**config.mk**
```make
export PLATFORM = sky130hd
export DESIGN_NAME = pixel_pipe_flat
export DESIGN_NICKNAME = d
export VERILOG_FILES = /design/src/rtl/pixel_pipe_if.sv /design/src/rtl/pixel_pipe.sv /design/src/flat_wrapper.sv
export SDC_FILE = /design/constraint.sdc
export NUM_CORES = 1
export LEC_CHECK = 0
export BUFFER_PORTS_ARGS = -buffer_cell sky130_fd_sc_hd__buf_2
export CORE_MARGIN = 2
export CORE_UTILIZATION = 51
export CTS_CLUSTER_SIZE = 20
export DETAILED_ROUTE_END_ITERATION = 10
export PLACE_DENSITY = 0.69
export SETUP_SLACK_MARGIN = 0.5
export SLEW_MARGIN = 15
export SYNTH_ARGS = -nofsm -noshare
export SYNTH_HDL_FRONTEND = slang
export SYNTH_SLANG_ARGS = --single-unit
```
**constraint.sdc**
```tcl
create_clock -name pixel_clock -period 43.1 [get_ports pixel_clock]
set_input_delay 6.465 -clock pixel_clock [delete_from_list [all_inputs] [get_ports pixel_clock]]
set_output_delay 6.465 -clock pixel_clock [all_outputs]
set_load 0.1 [all_outputs]
```
**src/rtl/pixel_pipe_if.sv**
```systemverilog
`default_nettype none
// ============================================================================
//  Module      : pixel_pipe_if
//  Description : VRAM read handshake between pixel_pipe (master) and the
//                video memory arbiter (slave). Data is valid with ack.
//  Revision    : 1.0  initial release
// ============================================================================
interface pixel_pipe_if #(
    parameter int ADDR_W = 13
);
    logic              vram_req;
    logic [ADDR_W-1:0] vram_addr;
    logic              vram_ack;
    logic [7:0]        vram_data;

    modport master (
        output vram_req,
        output vram_addr,
        input  vram_ack,
        input  vram_data
    );

    modport slave (
        input  vram_req,
        input  vram_addr,
        output vram_ack,
        output vram_data
    );
endinterface
`default_nettype wire

```
**src/rtl/pixel_pipe.sv**
```systemverilog
`default_nettype none
// ============================================================================
//  Module      : pixel_pipe
//  Description : Per-line VRAM byte prefetch into a small FIFO, MSB-first
//                1/2/4 bpp serializer with horizontal repeat, 16-entry
//                palette and registered RGB output with border override.
//  Revision    : 1.0  initial release
// ============================================================================
module pixel_pipe #(
    parameter int ADDR_W     = 13,
    parameter int FIFO_DEPTH = 4
) (
    input  logic              pixel_clock,
    input  logic              reset,
    input  logic              line_start,
    input  logic [ADDR_W-1:0] line_base,
    input  logic [7:0]        line_bytes,
    input  logic [1:0]        bpp_sel,
    input  logic [2:0]        h_rep,
    input  logic              active,
    input  logic              show_border,
    input  logic [23:0]       border_rgb,
    pixel_pipe_if.master      vram,
    input  logic              pal_we,
    input  logic [3:0]        pal_waddr,
    input  logic [23:0]       pal_wdata,
    output logic [23:0]       vga_rgb,
    output logic              underrun,
    input  logic              underrun_clr
);

    localparam int                 c_PTR_W = $clog2(FIFO_DEPTH);
    localparam int                 c_CNT_W = c_PTR_W + 1;
    localparam logic [c_CNT_W-1:0] c_DEPTH = c_CNT_W'(FIFO_DEPTH);
    localparam logic [23:0]        c_PAL_INIT [16] = '{
        24'h07ff00, 24'hffff00, 24'h3b08ff, 24'hcc003b,
        24'hffffff, 24'h07e399, 24'hff1cff, 24'hff8100,
        24'h000000, 24'h000000, 24'h000000, 24'h000000,
        24'h000000, 24'h000000, 24'h000000, 24'h000000
    };

    // fetch side
    logic              r_req;
    logic [ADDR_W-1:0] r_addr;
    logic              r_stale;       // outstanding request belongs to a flushed line
    logic [ADDR_W-1:0] r_pend_base;   // new line base waiting for the stale ack
    logic [7:0]        r_remaining;

    // prefetch FIFO
    logic [7:0]         r_mem [FIFO_DEPTH];
    logic [c_PTR_W-1:0] r_wptr;
    logic [c_PTR_W-1:0] r_rptr;
    logic [c_CNT_W-1:0] r_count;

    // serializer
    logic [7:0]  r_shift;
    logic [3:0]  r_pix_left;          // 0 means the shifter is empty
    logic [2:0]  r_rep;
    logic [1:0]  r_bpp;               // 0 = 1bpp, 1 = 2bpp, 2 = 4bpp
    logic [2:0]  r_hrep;

    logic        r_underrun;
    logic [23:0] r_rgb;
    logic [23:0] r_pal [16];

    logic               w_ack;
    logic               w_hold;
    logic               w_push;
    logic               w_pop;
    logic               w_run;
    logic               w_need;
    logic               w_starve;
    logic               w_fifo_empty;
    logic [7:0]         w_head;
    logic [7:0]         w_cur;
    logic [7:0]         w_cur_shifted;
    logic [3:0]         w_ppb;
    logic [3:0]         w_cur_left;
    logic [3:0]         w_idx;
    logic [c_CNT_W-1:0] w_count_next;
    logic [7:0]         w_remaining_next;
    logic               w_req_next;

    assign w_ack        = r_req & vram.vram_ack;
    assign w_hold       = r_req & ~vram.vram_ack;
    // a byte acked in the line_start cycle belongs to the old line and is dropped
    assign w_push       = w_ack & ~r_stale & ~line_start;
    assign w_run        = active & ~line_start;
    assign w_fifo_empty = (r_count == '0);
    assign w_head       = r_mem[r_rptr];
    assign w_need       = (r_pix_left == 4'd0);
    assign w_starve     = w_run & w_need & w_fifo_empty;
    assign w_pop        = w_run & w_need & ~w_fifo_empty;
    // a freshly needed byte is used straight from the FIFO head in the same cycle
    assign w_cur        = w_need ? w_head : r_shift;
    assign w_cur_left   = w_need ? w_ppb : r_pix_left;

    // pixel width decode: index extraction, shift step and pixels per byte
    always_comb begin
        w_ppb         = 4'd4;
        w_idx         = {2'b00, w_cur[7:6]};
        w_cur_shifted = {w_cur[5:0], 2'b00};
        case (r_bpp)
            2'd0: begin
                w_ppb         = 4'd8;
                w_idx         = {3'b000, w_cur[7]};
                w_cur_shifted = {w_cur[6:0], 1'b0};
            end
            2'd2: begin
                w_ppb         = 4'd2;
                w_idx         = w_cur[7:4];
                w_cur_shifted = {w_cur[3:0], 4'h0};
            end
            default: ;
        endcase
        if (w_starve) begin
            w_idx = 4'd0;
        end
    end

    assign w_count_next     = line_start ? '0
                            : r_count + c_CNT_W'(w_push) - c_CNT_W'(w_pop);
    assign w_remaining_next = line_start ? line_bytes : r_remaining - {7'd0, w_push};
    // a held request stays up; otherwise request only when a slot is free
    assign w_req_next       = w_hold | ((w_remaining_next != 8'd0) && (w_count_next < c_DEPTH));

    assign vram.vram_req  = r_req;
    assign vram.vram_addr = r_addr;
    assign vga_rgb        = r_rgb;
    assign underrun       = r_underrun;

    // request / address / remaining-count tracking, including the stale-ack flush
    always_ff @(posedge pixel_clock or posedge reset) begin
        if (reset) begin
            r_req       <= 1'b0;
            r_addr      <= '0;
            r_stale     <= 1'b0;
            r_pend_base <= '0;
            r_remaining <= 8'd0;
        end else begin
            r_req       <= w_req_next;
            r_remaining <= w_remaining_next;
            if (line_start) begin
                r_pend_base <= line_base;
                r_stale     <= w_hold;
                if (!w_hold) begin
                    r_addr <= line_base;
                end
            end else if (w_ack) begin
                r_stale <= 1'b0;
                r_addr  <= r_stale ? r_pend_base : r_addr + 1'b1;
            end
        end
    end

    // FIFO pointers and occupancy; line_start flushes
    always_ff @(posedge pixel_clock or posedge reset) begin
        if (reset) begin
            r_wptr  <= '0;
            r_rptr  <= '0;
            r_count <= '0;
        end else begin
            r_count <= w_count_next;
            if (line_start) begin
                r_wptr <= '0;
                r_rptr <= '0;
            end else begin
                if (w_push) r_wptr <= r_wptr + 1'b1;
                if (w_pop)  r_rptr <= r_rptr + 1'b1;
            end
        end
    end

    // FIFO storage needs no reset; occupancy guards every read
    always_ff @(posedge pixel_clock) begin
        if (w_push) begin
            r_mem[r_wptr] <= vram.vram_data;
        end
    end

    // serializer position: advances only while active and fed
    always_ff @(posedge pixel_clock or posedge reset) begin
        if (reset) begin
            r_shift    <= 8'd0;
            r_pix_left <= 4'd0;
            r_rep      <= 3'd0;
            r_bpp      <= 2'd0;
            r_hrep     <= 3'd0;
        end else if (line_start) begin
            r_shift    <= 8'd0;
            r_pix_left <= 4'd0;
            r_rep      <= 3'd0;
            r_bpp      <= (bpp_sel == 2'd3) ? 2'd1 : bpp_sel;
            r_hrep     <= h_rep;
        end else if (w_run && !w_starve) begin
            if (r_rep == r_hrep) begin
                r_rep      <= 3'd0;
                r_shift    <= w_cur_shifted;
                r_pix_left <= w_cur_left - 4'd1;
            end else begin
                r_rep      <= r_rep + 3'd1;
                r_shift    <= w_cur;
                r_pix_left <= w_cur_left;
            end
        end
    end

    // sticky underrun; a new starvation wins over a clear
    always_ff @(posedge pixel_clock or posedge reset) begin
        if (reset) begin
            r_underrun <= 1'b0;
        end else begin
            r_underrun <= (r_underrun & ~underrun_clr) | w_starve;
        end
    end

    // palette register file; reads in the write cycle see the old entry
    always_ff @(posedge pixel_clock or posedge reset) begin
        if (reset) begin
            for (int i = 0; i < 16; i++) begin
                r_pal[i] <= c_PAL_INIT[i];
            end
        end else if (pal_we) begin
            r_pal[pal_waddr] <= pal_wdata;
        end
    end

    // output colour: border, then palette, then black
    always_ff @(posedge pixel_clock or posedge reset) begin
        if (reset) begin
            r_rgb <= 24'h000000;
        end else if (show_border) begin
            r_rgb <= border_rgb;
        end else if (active) begin
            r_rgb <= r_pal[w_idx];
        end else begin
            r_rgb <= 24'h000000;
        end
    end

endmodule
`default_nettype wire
```
**src/flat_wrapper.sv**
```systemverilog
// flat-port wrapper written by rule: the top's interface ports become plain ports
module pixel_pipe_flat 
#(
    parameter int ADDR_W     = 13,
    parameter int FIFO_DEPTH = 4
)
  (pixel_clock, reset, line_start, line_base, line_bytes, bpp_sel, h_rep, active, show_border, border_rgb, pal_we, pal_waddr, pal_wdata, vga_rgb, underrun, underrun_clr, vram_vram_req, vram_vram_addr, vram_vram_ack, vram_vram_data);
  pixel_pipe_if #(.ADDR_W(ADDR_W)) vram_i ();
  input  logic pixel_clock;
  input  logic reset;
  input  logic line_start;
  input  logic [ADDR_W-1:0] line_base;
  input  logic [7:0] line_bytes;
  input  logic [1:0] bpp_sel;
  input  logic [2:0] h_rep;
  input  logic active;
  input  logic show_border;
  input  logic [23:0] border_rgb;
  input  logic pal_we;
  input  logic [3:0] pal_waddr;
  input  logic [23:0] pal_wdata;
  output logic [23:0] vga_rgb;
  output logic underrun;
  input  logic underrun_clr;
  output wire logic [$bits(vram_i.vram_req)-1:0] vram_vram_req;
  output wire logic [$bits(vram_i.vram_addr)-1:0] vram_vram_addr;
  input wire logic [$bits(vram_i.vram_ack)-1:0] vram_vram_ack;
  input wire logic [$bits(vram_i.vram_data)-1:0] vram_vram_data;
  assign vram_vram_req = vram_i.vram_req;
  assign vram_vram_addr = vram_i.vram_addr;
  assign vram_i.vram_ack = vram_vram_ack;
  assign vram_i.vram_data = vram_vram_data;
  pixel_pipe #(.ADDR_W(ADDR_W), .FIFO_DEPTH(FIFO_DEPTH)) u_core (.pixel_clock(pixel_clock), .reset(reset), .line_start(line_start), .line_base(line_base), .line_bytes(line_bytes), .bpp_sel(bpp_sel), .h_rep(h_rep), .active(active), .show_border(show_border), .border_rgb(border_rgb), .vram(vram_i), .pal_we(pal_we), .pal_waddr(pal_waddr), .pal_wdata(pal_wdata), .vga_rgb(vga_rgb), .underrun(underrun), .underrun_clr(underrun_clr));
endmodule
```
==> results.json <==
{
  "critical-path-slowest-cell": "buf_4",
  "cp.arrival_ns": 9.90,
  "overflow": 0,
  "num_io_pins": 133,
  "hold_violations": 0,
  "cp_data_required_time_ns": 43.67,
  "antenna_left": 0,
  "yosys_warnings": 0,
  "chipHeight_um": 217.1,
  "core_area_um2": 45090,
  "ys_types": 53,
  "r2r_end": "u_core.vga_rgb[6]",
  "r2r-start": "u_core.r_rptr[0]",
  "worst-r2r-cell-count": 9,
  "synth_top_area_share_pct": 38.56,
  "dp_hpwl_mm": 31.82,
  "post_cts_buffers": 0,
  "die-width_um": 217.1,
  "syn_avg_cell_area_um2": 13.68,
  "numCtsBuffers": 54,
  "crit_fanout": 173,
  "skew_ns": 0.02609,
  "start_kind": "input pin",
  "final_nets": 1875,
  "cp-startpoint": "reset",
  "grt_usage_pct": 23.97,
  "via_per_inst": 6.017,
  "power.leakage_nw": 10.80,
  "worstMarginPinSlew_ns": 1.120,
  "syn_area_um2": 23170,
  "synth_nets": 1800,
  "crit_end": "u_core.vga_rgb[21]",
  "cts.repair.resized": 0,
  "syn2layout_area_growth_pct": 12.80,
  "yosysSeqAreaShare_pct": 55.75,
  "die_area_um2": 47140,
  "cpMostUsedCell": "buf_4",
  "clock_latency_ns": 0.60,
  "yosys.area.top_type": "dfrtp_1",
  "relSlewSlack_pct": 25.32,
  "max_cap_viol_count": 0,
  "synth-compound-area-share_pct": 7.097,
  "cts.sinks": 504,
  "critPathMaxStageDelay_ns": 0.91,
  "max_freq_ghz": 0.1072,
  "postCtsHoldBufs": 0,
  "fin_hold_ws_ns": 0.4983,
  "synth_seq_cells": 504,
  "rows": 78,
  "min_period_over_period_pct": 21.64,
  "drive_gt1_share_pct": 46.80,
  "synth_ff_type": "dfrtp_1",
  "hp-class": "reg2reg",
  "path_cells": "buf_2 > inv_8 > buf_4 > buf_12 > buf_4",
  "place_congestion": 0.7789,
  "drt_first_pass_iters": 5,
  "setup_viol": 0,
  "rrSetupSlack_ns": 39.26,
  "finalMaxSlewViolations": 0,
  "tns_ns": 0,
  "drt_iter0_drc": 1026,
  "grt_pass1_vias": 15280,
  "fin_total_pwr_mw": 1.563,
  "peakVddDrop_mv": 0.03774,
  "synth_edf_count": 32,
  "path_clk_slew_ns": 0.06,
  "holdPathStages": 1,
  "synthSimpleGateAreaFrac_pct": 4.996,
  "antenna_found_initial": 2,
  "portBuffers": 132,
  "cts-root-buf": "clkbuf_16",
  "vias": 14530,
  "period_minus_slack_ns": 9.327,
  "async_flop_share_pct": 93.65,
  "routed_wl_mm": 55.24,
  "grt_max_degree": 174,
  "synth_top_family_by_area": "multiplexers",
  "worstSetupPathType": "in2async",
  "netlist_instances": 1694,
  "h-tree-depth": 2,
  "rsz0062_at_grt": "false",
  "p_per_area_nw_per_um2": 59.82,
  "endpoint_kind": "asynchronous set/reset pin",
  "synth_xor_area_share_pct": 0.9074,
  "clock_path_buffers": 3,
  "initial_utilization_pct": 51.38,
  "wl_per_cell_um": 22.87,
  "status": "complete, no violations",
  "cts_tree": "built",
  "synth.area.mux_share_pct": 27.68,
  "drc": 0,
  "grt_pass1_wl_mm": 87.89,
  "synth_area_leaders": "dfrtp_1 39%, mux2_2 20%, dfstp_2 13%, mux4_2 5.4%, edfxtp_1 4.1%",
  "synthAdderAreaFrac_pct": 0.6805
}
worst min path at each step:
stage	start	to	slack (ns)
final	u_core.r_pal[7]	u_core.r_pal[7]	0.50
after global routing	u_core.r_pal[176]	u_core.r_pal[176]	0.51
after floorplan	u_core.r_pal[19]	u_core.r_pal[19]	0.47
after global placement	u_core.r_pal[182]	u_core.r_pal[182]	0.48
after detailed placement	u_core.r_pal[174]	u_core.r_pal[174]	0.49
after CTS	u_core.r_pal[184]	u_core.r_pal[184]	0.50
report_power, final:
group | internal (mW) | switching, mW
combinational | 0.188 | 0.254
sequential | 0.598 | 0.0597
clock | 0.275 | 0.188
cell type report:
cell class	count	area [um2]
Antenna cell	1	2.502
Clock buffer	86	1623
Clock inverter	15	153.9
Fill cell	3646	18960
Inverter	21	86.33
Multi-Input combinational cell	1023	9658
Sequential cell	504	12920
Tap cell	600	750.7
Timing Repair Buffer	165	940.9
kinds of logic (layout without fill, tap and decap cells):
group	count (synthesis)	in the layout
flip-flops	504	504
multiplexers	520	520
AO/OA/AOI/OAI	236	236
buffers and inverters	167	287
adder cells (fa/ha/maj)	12	12
XOR/XNOR	24	24
other	0	1
AND/OR/NAND/NOR	231	231
metrics by stage:
stage          worst slack [ns]  util (%)  instance area, um2  cells
6_report                  33.77     57.96               26130   2415
5_1_grt                   33.17     57.96               26130   2415
4_1_cts                   33.55     57.89               26100   2413
3_5_place_dp              32.90     53.95               24320   2312
3_3_place_gp              33.02     53.95               24320   2312
2_1_floorplan             23.66         -               23170   1694
Yosys cell counts, types with 5 or more instances:
master    number
inv_1         21
o311ai_0      25
nand2_1       75
mux2i_1       59
xor2_1        12
mux2_2       405
dfstp_2      115
a21oi_1       14
or4_1         25
buf_1          5
a22oi_1       26
a31oi_1       27
or3_1          8
buf_2         12
ha_1          11
clkbuf_1     125
nand2b_1       7
a22o_1        25
nor2_1        41
edfxtp_1      32
o21ai_0       76
nand3_1       38
dfrtp_1      357
a221o_1       24
nor3b_1        5
xnor2_1       12
nor3_1         7
mux4_2        56
sequential cells by signal, summed over array words and instances, names as in the netlist, 2 cells and up:
name	count
u_core.r_remaining	8
u_core.vga_rgb	24
u_core.r_wptr	2
u_core.r_shift	8
u_core.r_hrep	3
u_core.r_pal	384
u_core.r_rptr	2
u_core.r_count	3
u_core.r_bpp	2
u_core.r_mem	32
u_core.vram.vram_addr	13
u_core.r_pend_base	13
u_core.r_pix_left	4
u_core.r_rep	3
cells in the final DEF, fill, tap and decap left out, types with 38 or more instances in the layout:
master / count
dfrtp_1: 357
mux2i_1: 59
o21ai_0: 76
nand2_1: 74
mux2_2: 405
buf_2: 132
mux4_2: 56
clkbuf_16: 55
nand3_1: 38
dfstp_2: 115
metal layers:
| layer | wire length (um) | share of wire [%] | track usage (%) | up-vias |
|---|---|---|---|---|
| li1 | - | - | - | 6431 |
| met1 | 24300 | 44 | 32.16 | 7687 |
| met2 | 27000 | 49 | 40.12 | 328 |
| met4 | 1319 | 2.4 | 7.466 | 0 |
| met5 | 0 | 0 | 0 | - |
| met3 | 2621 | 4.7 | 4.011 | 86 |
critical path, delay by kind of cell:
family,cells,cell delay (ns)
buf+inv,5,3.18
No activity file was read; power rests on OpenSTA's default activity.
